## src/rtl/des_round_core_if.sv

```systemverilog
// Handshake and key-schedule bus for des_round_core.
// master: block source, result sink and key-schedule stage; slave: the round core.
// All signals are single-clock and sampled on the rising edge of clk.
interface des_round_core_if;
  logic        in_valid;
  logic        in_ready;
  logic [63:0] in_data;
  logic [63:0] in_key;
  logic        in_decrypt;
  logic [63:0] key_o;
  logic [4:0]  key_cnt;
  logic [47:0] round_key;
  logic        out_valid;
  logic        out_ready;
  logic [63:0] out_data;

  modport master (
    output in_valid, in_data, in_key, in_decrypt, round_key, out_ready,
    input  in_ready, key_o, key_cnt, out_valid, out_data
  );

  modport slave (
    input  in_valid, in_data, in_key, in_decrypt, round_key, out_ready,
    output in_ready, key_o, key_cnt, out_valid, out_data
  );
endinterface

```

## src/rtl/des_round_core.sv

```systemverilog
// Iterative DES core: one Feistel round per cycle, subkeys fetched from an external key schedule.
// Latency 17 cycles from accepting edge to out_valid; one block in flight, in_ready low until result taken.
// Result held in HOLD until out_ready; macro DES_ROUND_CORE_DECRYPT_EN enables decrypt (reversed key_cnt).
module des_round_core (
  input logic clk,
  input logic rst_n,
  des_round_core_if.slave bus
);

  localparam int IP_T [64] = '{
    58, 50, 42, 34, 26, 18, 10, 2, 60, 52, 44, 36, 28, 20, 12, 4,
    62, 54, 46, 38, 30, 22, 14, 6, 64, 56, 48, 40, 32, 24, 16, 8,
    57, 49, 41, 33, 25, 17,  9, 1, 59, 51, 43, 35, 27, 19, 11, 3,
    61, 53, 45, 37, 29, 21, 13, 5, 63, 55, 47, 39, 31, 23, 15, 7};

  localparam int FP_T [64] = '{
    40, 8, 48, 16, 56, 24, 64, 32, 39, 7, 47, 15, 55, 23, 63, 31,
    38, 6, 46, 14, 54, 22, 62, 30, 37, 5, 45, 13, 53, 21, 61, 29,
    36, 4, 44, 12, 52, 20, 60, 28, 35, 3, 43, 11, 51, 19, 59, 27,
    34, 2, 42, 10, 50, 18, 58, 26, 33, 1, 41,  9, 49, 17, 57, 25};

  localparam int E_T [48] = '{
    32,  1,  2,  3,  4,  5,  4,  5,  6,  7,  8,  9,
     8,  9, 10, 11, 12, 13, 12, 13, 14, 15, 16, 17,
    16, 17, 18, 19, 20, 21, 20, 21, 22, 23, 24, 25,
    24, 25, 26, 27, 28, 29, 28, 29, 30, 31, 32,  1};

  localparam int P_T [32] = '{
    16,  7, 20, 21, 29, 12, 28, 17,  1, 15, 23, 26,  5, 18, 31, 10,
     2,  8, 24, 14, 32, 27,  3,  9, 19, 13, 30,  6, 22, 11,  4, 25};

  // Each box is indexed by {row, col} = {b1 b6, b2 b3 b4 b5}.
  localparam logic [3:0] SBOX [8][64] = '{
    '{14, 4,13, 1, 2,15,11, 8, 3,10, 6,12, 5, 9, 0, 7,
       0,15, 7, 4,14, 2,13, 1,10, 6,12,11, 9, 5, 3, 8,
       4, 1,14, 8,13, 6, 2,11,15,12, 9, 7, 3,10, 5, 0,
      15,12, 8, 2, 4, 9, 1, 7, 5,11, 3,14,10, 0, 6,13},
    '{15, 1, 8,14, 6,11, 3, 4, 9, 7, 2,13,12, 0, 5,10,
       3,13, 4, 7,15, 2, 8,14,12, 0, 1,10, 6, 9,11, 5,
       0,14, 7,11,10, 4,13, 1, 5, 8,12, 6, 9, 3, 2,15,
      13, 8,10, 1, 3,15, 4, 2,11, 6, 7,12, 0, 5,14, 9},
    '{10, 0, 9,14, 6, 3,15, 5, 1,13,12, 7,11, 4, 2, 8,
      13, 7, 0, 9, 3, 4, 6,10, 2, 8, 5,14,12,11,15, 1,
      13, 6, 4, 9, 8,15, 3, 0,11, 1, 2,12, 5,10,14, 7,
       1,10,13, 0, 6, 9, 8, 7, 4,15,14, 3,11, 5, 2,12},
    '{ 7,13,14, 3, 0, 6, 9,10, 1, 2, 8, 5,11,12, 4,15,
      13, 8,11, 5, 6,15, 0, 3, 4, 7, 2,12, 1,10,14, 9,
      10, 6, 9, 0,12,11, 7,13,15, 1, 3,14, 5, 2, 8, 4,
       3,15, 0, 6,10, 1,13, 8, 9, 4, 5,11,12, 7, 2,14},
    '{ 2,12, 4, 1, 7,10,11, 6, 8, 5, 3,15,13, 0,14, 9,
      14,11, 2,12, 4, 7,13, 1, 5, 0,15,10, 3, 9, 8, 6,
       4, 2, 1,11,10,13, 7, 8,15, 9,12, 5, 6, 3, 0,14,
      11, 8,12, 7, 1,14, 2,13, 6,15, 0, 9,10, 4, 5, 3},
    '{12, 1,10,15, 9, 2, 6, 8, 0,13, 3, 4,14, 7, 5,11,
      10,15, 4, 2, 7,12, 9, 5, 6, 1,13,14, 0,11, 3, 8,
       9,14,15, 5, 2, 8,12, 3, 7, 0, 4,10, 1,13,11, 6,
       4, 3, 2,12, 9, 5,15,10,11,14, 1, 7, 6, 0, 8,13},
    '{ 4,11, 2,14,15, 0, 8,13, 3,12, 9, 7, 5,10, 6, 1,
      13, 0,11, 7, 4, 9, 1,10,14, 3, 5,12, 2,15, 8, 6,
       1, 4,11,13,12, 3, 7,14,10,15, 6, 8, 0, 5, 9, 2,
       6,11,13, 8, 1, 4,10, 7, 9, 5, 0,15,14, 2, 3,12},
    '{13, 2, 8, 4, 6,15,11, 1,10, 9, 3,14, 5, 0,12, 7,
       1,15,13, 8,10, 3, 7, 4,12, 5, 6,11, 0,14, 9, 2,
       7,11, 4, 1, 9,12,14, 2, 0, 6,10,13,15, 3, 5, 8,
       2, 1,14, 7, 4,10, 8,13,15,12, 9, 0, 3, 5, 6,11}};

  // Bit 63 of every vector is DES bit 1, so DES bit n lives at index width-n.
  function automatic logic [63:0] perm64(input logic [63:0] d, input logic fin);
    logic [63:0] o;
    o = '0;
    for (int i = 1; i <= 64; i++)
      o[6'(64 - i)] = d[6'(64 - (fin ? FP_T[i-1] : IP_T[i-1]))];
    return o;
  endfunction

  function automatic logic [31:0] feistel(input logic [31:0] r, input logic [47:0] k);
    logic [47:0] x;
    logic [31:0] s;
    logic [31:0] p;
    logic [5:0]  six;
    x = '0;
    s = '0;
    p = '0;
    for (int i = 1; i <= 48; i++)
      x[6'(48 - i)] = r[5'(32 - E_T[i-1])];
    x = x ^ k;
    for (int b = 0; b < 8; b++) begin
      six = x[6'(47 - 6*b) -: 6];
      s[5'(31 - 4*b) -: 4] = SBOX[3'(b)][{six[5], six[0], six[4:1]}];
    end
    for (int i = 1; i <= 32; i++)
      p[5'(32 - i)] = s[5'(32 - P_T[i-1])];
    return p;
  endfunction

  typedef enum logic [1:0] {IDLE, RUN, HOLD} state_t;

  state_t      state;
  logic [4:0]  rnd;
  logic [31:0] l_q;
  logic [31:0] r_q;
  logic        in_ready_q;
  logic        out_valid_q;
  logic [63:0] out_data_q;
  logic [63:0] key_q;
  logic [4:0]  key_cnt_q;
  logic [4:0]  start_cnt;
  logic [4:0]  step_cnt;

`ifdef DES_ROUND_CORE_DECRYPT_EN
  logic dec_q;
`else
  logic unused_decrypt;
  assign unused_decrypt = bus.in_decrypt;
`endif

  assign bus.in_ready  = in_ready_q;
  assign bus.out_valid = out_valid_q;
  assign bus.out_data  = out_data_q;
  assign bus.key_o     = key_q;
  assign bus.key_cnt   = key_cnt_q;

  // Subkey selector: first value at accept, then walk up (encrypt) or down (decrypt).
  always_comb begin
`ifdef DES_ROUND_CORE_DECRYPT_EN
    start_cnt = bus.in_decrypt ? 5'd17 : 5'd2;
    step_cnt  = dec_q ? key_cnt_q - 5'd1 : key_cnt_q + 5'd1;
`else
    start_cnt = 5'd2;
    step_cnt  = key_cnt_q + 5'd1;
`endif
  end

  // Control FSM and datapath: accept, 16 rounds, final permutation cycle, hold for out_ready.
  always_ff @(posedge clk or negedge rst_n) begin
    if (!rst_n) begin
      state       <= IDLE;
      rnd         <= 5'd0;
      l_q         <= '0;
      r_q         <= '0;
      in_ready_q  <= 1'b1;
      out_valid_q <= 1'b0;
      out_data_q  <= '0;
      key_q       <= '0;
      key_cnt_q   <= 5'd0;
`ifdef DES_ROUND_CORE_DECRYPT_EN
      dec_q       <= 1'b0;
`endif
    end else begin
      case (state)
        IDLE: begin
          if (bus.in_valid && in_ready_q) begin
            key_q      <= bus.in_key;
            {l_q, r_q} <= perm64(bus.in_data, 1'b0);
            rnd        <= 5'd1;
            key_cnt_q  <= start_cnt;
            in_ready_q <= 1'b0;
`ifdef DES_ROUND_CORE_DECRYPT_EN
            dec_q      <= bus.in_decrypt;
`endif
            state      <= RUN;
          end
        end
        RUN: begin
          if (rnd == 5'd17) begin
            // Rounds done: swap halves into the final permutation.
            out_data_q  <= perm64({r_q, l_q}, 1'b1);
            out_valid_q <= 1'b1;
            rnd         <= 5'd0;
            state       <= HOLD;
          end else begin
            l_q       <= r_q;
            r_q       <= l_q ^ feistel(r_q, bus.round_key);
            rnd       <= rnd + 5'd1;
            key_cnt_q <= (rnd == 5'd16) ? 5'd0 : step_cnt;
          end
        end
        HOLD: begin
          if (bus.out_ready) begin
            out_valid_q <= 1'b0;
            in_ready_q  <= 1'b1;
            state       <= IDLE;
          end
        end
        default: state <= IDLE;
      endcase
    end
  end

endmodule

```

## src/flat_wrapper.sv

```systemverilog
// flat-port wrapper written by rule: the top's interface ports become plain ports
module des_round_core_flat 
  (clk, rst_n, bus_in_valid, bus_in_data, bus_in_key, bus_in_decrypt, bus_round_key, bus_out_ready, bus_in_ready, bus_key_o, bus_key_cnt, bus_out_valid, bus_out_data);
  des_round_core_if bus_i ();
  input logic clk;
  input logic rst_n;
  input wire logic [$bits(bus_i.in_valid)-1:0] bus_in_valid;
  input wire logic [$bits(bus_i.in_data)-1:0] bus_in_data;
  input wire logic [$bits(bus_i.in_key)-1:0] bus_in_key;
  input wire logic [$bits(bus_i.in_decrypt)-1:0] bus_in_decrypt;
  input wire logic [$bits(bus_i.round_key)-1:0] bus_round_key;
  input wire logic [$bits(bus_i.out_ready)-1:0] bus_out_ready;
  output wire logic [$bits(bus_i.in_ready)-1:0] bus_in_ready;
  output wire logic [$bits(bus_i.key_o)-1:0] bus_key_o;
  output wire logic [$bits(bus_i.key_cnt)-1:0] bus_key_cnt;
  output wire logic [$bits(bus_i.out_valid)-1:0] bus_out_valid;
  output wire logic [$bits(bus_i.out_data)-1:0] bus_out_data;
  assign bus_i.in_valid = bus_in_valid;
  assign bus_i.in_data = bus_in_data;
  assign bus_i.in_key = bus_in_key;
  assign bus_i.in_decrypt = bus_in_decrypt;
  assign bus_i.round_key = bus_round_key;
  assign bus_i.out_ready = bus_out_ready;
  assign bus_in_ready = bus_i.in_ready;
  assign bus_key_o = bus_i.key_o;
  assign bus_key_cnt = bus_i.key_cnt;
  assign bus_out_valid = bus_i.out_valid;
  assign bus_out_data = bus_i.out_data;
  des_round_core u_core (.clk(clk), .rst_n(rst_n), .bus(bus_i));
endmodule
```

## config.mk

```make
export PLATFORM = sky130hd
export DESIGN_NAME = des_round_core_flat
export DESIGN_NICKNAME = d
export VERILOG_FILES = /design/src/rtl/des_round_core_if.sv /design/src/rtl/des_round_core.sv /design/src/flat_wrapper.sv
export SDC_FILE = /design/constraint.sdc
export NUM_CORES = 1
export LEC_CHECK = 0
export CAP_MARGIN = 20
export CORE_MARGIN = 2
export CORE_UTILIZATION = 38
export DETAILED_ROUTE_END_ITERATION = 16
export PLACE_DENSITY = 0.81
export SETUP_SLACK_MARGIN = 0.2
export SYNTH_ARGS = -nofsm -noshare
export SYNTH_HDL_FRONTEND = slang
export SYNTH_SLANG_ARGS = --single-unit
```

## constraint.sdc

```tcl
create_clock -name clk -period 2.05 [get_ports clk]
set_clock_uncertainty 0.15 [all_clocks]
set_input_delay 0.41 -clock clk [delete_from_list [all_inputs] [get_ports clk]]
set_output_delay 0.41 -clock clk [all_outputs]
set_load 0.005 [all_outputs]
```

# == Yosys cells after proc, flatten, opt, wreduce, memory -nomap -nowiden ==
# Memories as Yosys holds them, arrays and structs flattened.
# Cells that the tools add are included.
# word_totals
ff_bits,158
rom_bits,1024
in_bits,181
memories,4
# memory_table
name,words,width,read_ports,rd_ports_with_merged_regs,wr,line_no,source
(name not given),64,4,1,0,0,des_round_core.sv:89,"s[5'(31 - 4*b) -: 4] = SBOX[3'(b)][{six[5], six[0], six[4:1]}];"
(name not given),64,4,1,0,0,des_round_core.sv:89,
(name not given),64,4,1,0,0,des_round_core.sv:89,
(name not given),64,4,1,0,0,des_round_core.sv:89,
# op_classes
n_addsub,2
n_lt_le_gt_ge,4
eq_ne,8
n_mux,31
bitwise_logic,6
n_reduce_logical,12
# op_table
operator,n
2-to-1 mux 32 bit,4
one-hot mux 32 bit (2 select lines),2
XOR 32 x 16 -> 32 bit,1
"greater-or-equal comparator 7 bit, second input constant",4
NOT 6 -> 7 bit,4
2-to-1 mux 5 bit,5
XOR 24 bit,1
one-hot mux 5 bit (2 select lines),2
2-to-1 mux 3 bit,4
AND reduction 3 bit,4
"adder 5 x 1 -> 5 bit, second input constant",2
"equality test 5 bit, second input constant",2
2-to-1 mux 2 bit,5
2-to-1 mux 4 bit,2
one-hot mux 2 bit (3 select lines),1
AND reduction 2 bit,3
nonzero test 2 bit,3
2-to-1 mux 1 bit,4
"inequality test 2 x 1 -> 1 bit, second input constant",2
"inequality test 2 bit, second input constant",2
one-hot mux 1 bit (2 select lines),2
"equality test 2 x 1 -> 1 bit, second input constant",1
"equality test 2 bit, second input constant",1
logical NOT 2 bit,1
logical AND 1 bit,1

# == Logic depth before layout (Yosys ltp) ==
# depth
word_depth,8
depth_mapped,8

# == Least setup slack after synthesis ==
# Ideal clock, no wire load.
# synth_timing
kind,reg-to-reg
from,register u_core.rnd[0]
to,register u_core.r_q[12]
setup_ns,0.121
arrival_time_ns,1.553
required_ns,1.779
slack_ns,0.226
stages_incl_launch_ff,7
cell_sequence,dfrtp_1 ha_1 and4bb_4 a211o_1 buf_6 buf_6 a22o_1
# synth_via
elab_chain_len,3
# synth_rtl
item,line_no,source
start: declaration,des_round_core.sv:99,logic [4:0] rnd;
start signal: assignment,des_round_core.sv:174,rnd <= rnd + 5'd1;
equality test 5 bit,des_round_core.sv:165,if (rnd == 5'd17) begin
inequality test 2 bit (no source line),n/a,
AND reduction 3 bit (no source line),n/a,
end signal: assignment,des_round_core.sv:154,"{l_q, r_q} <= perm64(bus.in_data, 1'b0);"
end signal: assignment,des_round_core.sv:173,"r_q <= l_q ^ feistel(r_q, bus.round_key);"
end: declaration,des_round_core.sv:101,logic [31:0] r_q;
# Every way passes these cells.
# A chain may end at the register's enable or synchronous reset.

# == Final worst setup path ==
# layout_timing
from,register u_core.rnd[0]
to,register u_core.r_q[13]
# Same word-level chain as after synthesis.

==> impl_metrics.csv <==
group,metric,value,unit
clocking,clkTransAtPathRegs,0.06,ns
detailed_routing,drcViolationCount,0,
yosys,syn_area_per_cell,14.12,µm²
final_layout,area_growth,56.04,%
floorplan,rows,43,
power_and_ir_drop,powerDensity,1330,nW/µm²
floorplan,die_area,15050,µm²
detailed_routing,wl_met1,5667,µm
worst_setup_path,worst_ep_required_time,2.20,ns
min_path,min_path_type,"in -> async",
worst_setup_path,cp_cell_sequence,"ha_4 > and4bb_4 > a211o_4 > buf_12 > a22o_1",
detailed_routing,vias_per_cell,4.844,
yosys,synth.distinct_cells,40,
detailed_routing,firstDrtPassIters,4,
detailed_routing,detail_route.wl_per_cell,17.98,µm
floorplan,die_y,122.7,µm
placement,place_area,7149,µm²
detailed_routing,wl,14080,µm
power_and_ir_drop,p_leak,4.534,nW
global_routing,grt_pass1_vias,3761,
yosys,yosys_warnings,0,
clocking,cts_root_buffer,"clkbuf_16",
worst_setup_path,crit_path_top_delay_cell,"dfrtp_1",
timing,rsz0062_at_grt,"true",
floorplan,io_pins,316,
detailed_routing,wl_met3,1032,µm
power_and_ir_drop,ir_worst_vdd,605.6,µV
timing,finalCritPeriodShare,0.9107,
final_layout,fin_area,8351,µm²
yosys,syn-cell-area,5351,µm²
yosys,synthCells,379,
clocking,clock-sinks,126,
floorplan,initial_core_util,0.3870,
worst_setup_path,crit_fanout,8,
global_routing,overflow,0,
clocking,cts_tree,"built",
worst_setup_path,startpoint_type,"flop",
final_layout,diodes,0,
timing,fin_tns_setup,0,ns
placement,io_buffers,170,
worst_setup_path,crit_type,"reg -> reg",
detailed_routing,drt-initial-drc-count,164,
worst_setup_path,end_kind,"flop",
global_routing,grt_max_degree,50,
yosys,yosysSeqAreaShare,0.5894,
global_routing,antenna_found_initial,0,
placement,place_congestion,0.7812,
timing,worst_slack,0.1830,ns
timing,setup_viol,0,
global_routing,grt_pass1_wl,19220,µm
yosys,ys_ff_latch,126,
clocking,clock_path_buffers,2,
worst_setup_path,arrival,2.01,ns
detailed_routing,wl_met2,7154,µm
final_layout,final_layout_size_suffix_gt1_frac,0.3035,
final_layout,final_nets,775,
timing,fin_crit,1.867,ns
worst_setup_path,critPathMaxStageDelay,0.41,ns
timing,maxSlewViolCount,0,
power_and_ir_drop,finalPower,11.11,mW
detailed_routing,ant_nets,0,
final_layout,fin_util,0.6039,
floorplan,core_area,13830,µm²
clocking,cts-buffers-inserted,17,
detailed_routing,topRoutingLayerUsed,"met4",
detailed_routing,vias,3793,
final_layout,fill_cells,1054,
timing,hold_viol,0,
placement,hpwlAfterDp,8553,µm
placement,dp_slack,-0.1950,ns
run,max_cap_violations,0,
timing,fmaxAchievable,535.6,MHz
floorplan,dieWidth,122.7,µm
clocking,clk_latency,0.41,ns
clocking,htree_levels,4,
global_routing,grt_util_all_layers,0.1703,
status,status,"completed",
## area by class of cell
type                            instances  area (µm²)  area share
Clock buffer                           20       456.7     0.05469
Clock inverter                         12       142.6     0.01708
Multi-Input combinational cell        227        2023      0.2423
Timing Repair Buffer                  210        2295      0.2748
Sequential cell                       126        3154      0.3777
Tap cell                              180       225.2     0.02697
Timing Repair inverter                  1       11.26    0.001349
Inverter                                7       42.54    0.005094
## metal layers
| metal | track usage | up-vias |
|---|---|---|
| met5 | 0 | - |
| li1 | - | 1697 |
| met3 | 0.06552 | 26 |
| met2 | 0.2828 | 184 |
| met4 | 0.05460 | 0 |
| met1 | 0.2034 | 1886 |
## where the power goes
group	internal, mW	switching [mW]
clock	1.96	1.07
combinational	2.52	1.62
sequential	3.40	0.536
total	7.88	3.22
## critical path: cells and delay by family, from the launching register on
family,cells,cell delay (ns)
AOI/OAI and AO/OA,2,0.61
DFF,1,0.41
and+or+nand+nor,1,0.22
adders and majority gates,1,0.18
buffers and inverters,1,0.19
## final timing paths
check / cells after the start / slack (ns) / end / from
setup / recovery: 5 / 0.18 / u_core.r_q[13] / u_core.rnd[0]
hold / removal: 2 / 0.33 / u_core.r_q[15] / rst_n
setup reg to reg: 5 / 0.18 / u_core.r_q[13] / u_core.rnd[0]
hold reg to reg: 1 / 0.35 / u_core.bus.out_data[23] / u_core.bus.out_data[23]
max in group asynchronous: 3 / 0.78 / u_core.bus.in_ready / rst_n
min in group clk: 5 / 0.34 / u_core.bus.in_ready / bus_in_valid
## cell usage in the layout, fill, tap and decap left out, types with 3 or more instances in the layout
master           instances
clkdlybuf4s50_1         81
clkinv_2                 6
clkbuf_16               21
or2_2                    9
nor2b_1                  3
dlymetal6s2s_1          53
o22ai_1                  9
ha_1                     3
clkinvlp_4               3
nand2_1                  4
buf_12                   4
inv_1                    4
mux2_2                  62
dfrtp_1                125
nand3_1                  4
buf_4                   26
conb_1                  48
bufinv_16                3
mux2_4                  18
o2bb2ai_1                3
dlygate4sd2_1           34
a22o_1                  27
o21ai_0                  3
a2bb2oi_2                9
buf_16                   4
## Yosys cell counts
cell / count / share of area
dfrtp_1: 125 / 0.58
mux2_2: 80 / 0.17
buf_4: 54 / 0.076
a22o_1: 27 / 0.044
o22ai_1: 9 / 0.011
or2_2: 9 / 0.011
a2bb2oi_1: 8 / 0.013
buf_2: 7 / 0.0065
inv_1: 5 / 0.0035
nand3_1: 5 / 0.0047
ha_1: 4 / 0.0094
nand2_1: 4 / 0.0028
a21oi_1: 3 / 0.0028
buf_6: 3 / 0.0063
nor2b_1: 3 / 0.0035
o21ai_0: 3 / 0.0028
o2bb2ai_1: 3 / 0.0049
a31oi_1: 2 / 0.0023
nor2_1: 2 / 0.0014
xnor2_1: 2 / 0.0033
xor2_1: 2 / 0.0033
a211o_1: 1 / 0.0016
a2bb2oi_2: 1 / 0.0028
and4bb_4: 1 / 0.0030
buf_12: 1 / 0.0037
clkbuf_1: 1 / 0.00070
clkinv_1: 1 / 0.00070
conb_1: 1 / 0.00070
dfstp_2: 1 / 0.0049
inv_6: 1 / 0.0016
mux2i_1: 1 / 0.0019
nand2_2: 1 / 0.0012
nand3b_1: 1 / 0.0014
nand4_1: 1 / 0.0012
nand4b_1: 1 / 0.0016
nand4bb_1: 1 / 0.0021
nor3_1: 1 / 0.00093
nor4bb_1: 1 / 0.0019
o211ai_1: 1 / 0.0014
or4bb_1: 1 / 0.0021
## cell families (layout without fill, tap and decap cells)
| kind of cell | Yosys count | count (layout) | synth area share |
|---|---|---|---|
| DFF | 126 | 126 | 0.5894 |
| xor gates and xnor gates | 4 | 4 | 0.006548 |
| adders and majority gates | 4 | 4 | 0.009353 |
| AOI/OAI and AO/OA | 58 | 58 | 0.08651 |
| muxes | 81 | 81 | 0.1702 |
| other | 1 | 48 | 0.0007008 |
| buffers and inverters | 73 | 250 | 0.09890 |
| and+or+nand+nor | 32 | 32 | 0.03835 |
## flip-flops by register name, indices dropped and copies added (netlist names)
register              count
u_core.state              2
u_core.bus.out_valid      1
u_core.bus.key_cnt        5
u_core.r_q               16
u_core.rnd                5
u_core.bus.in_ready       1
u_core.bus.out_data      16
u_core.bus.key_o         64
u_core.l_q               16
## timing repair
| action | 4_1_cts | 5_1_grt |
|---|---|---|
| endpoints found under the setup margin | 135 | 139 |
| gates cloned | 3 | 6 |
| pin swaps | 2 | 1 |
| setup buffers | 9 | 7 |
| hold buffers | 1 | 0 |
| gates resized for setup | 43 | 91 |
| endpoints found under the hold margin | 29 | 0 |
## through the flow
step / hold slack (ns) / cells
global route: 0.3485 / 783
floorplan: -0.03559 / 426
CTS: 0.3211 / 770
finish: 0.3292 / 783
global placement: 0.2205 / 725
detailed placement: 0.2263 / 725
(Power assumes the default switching activity.)
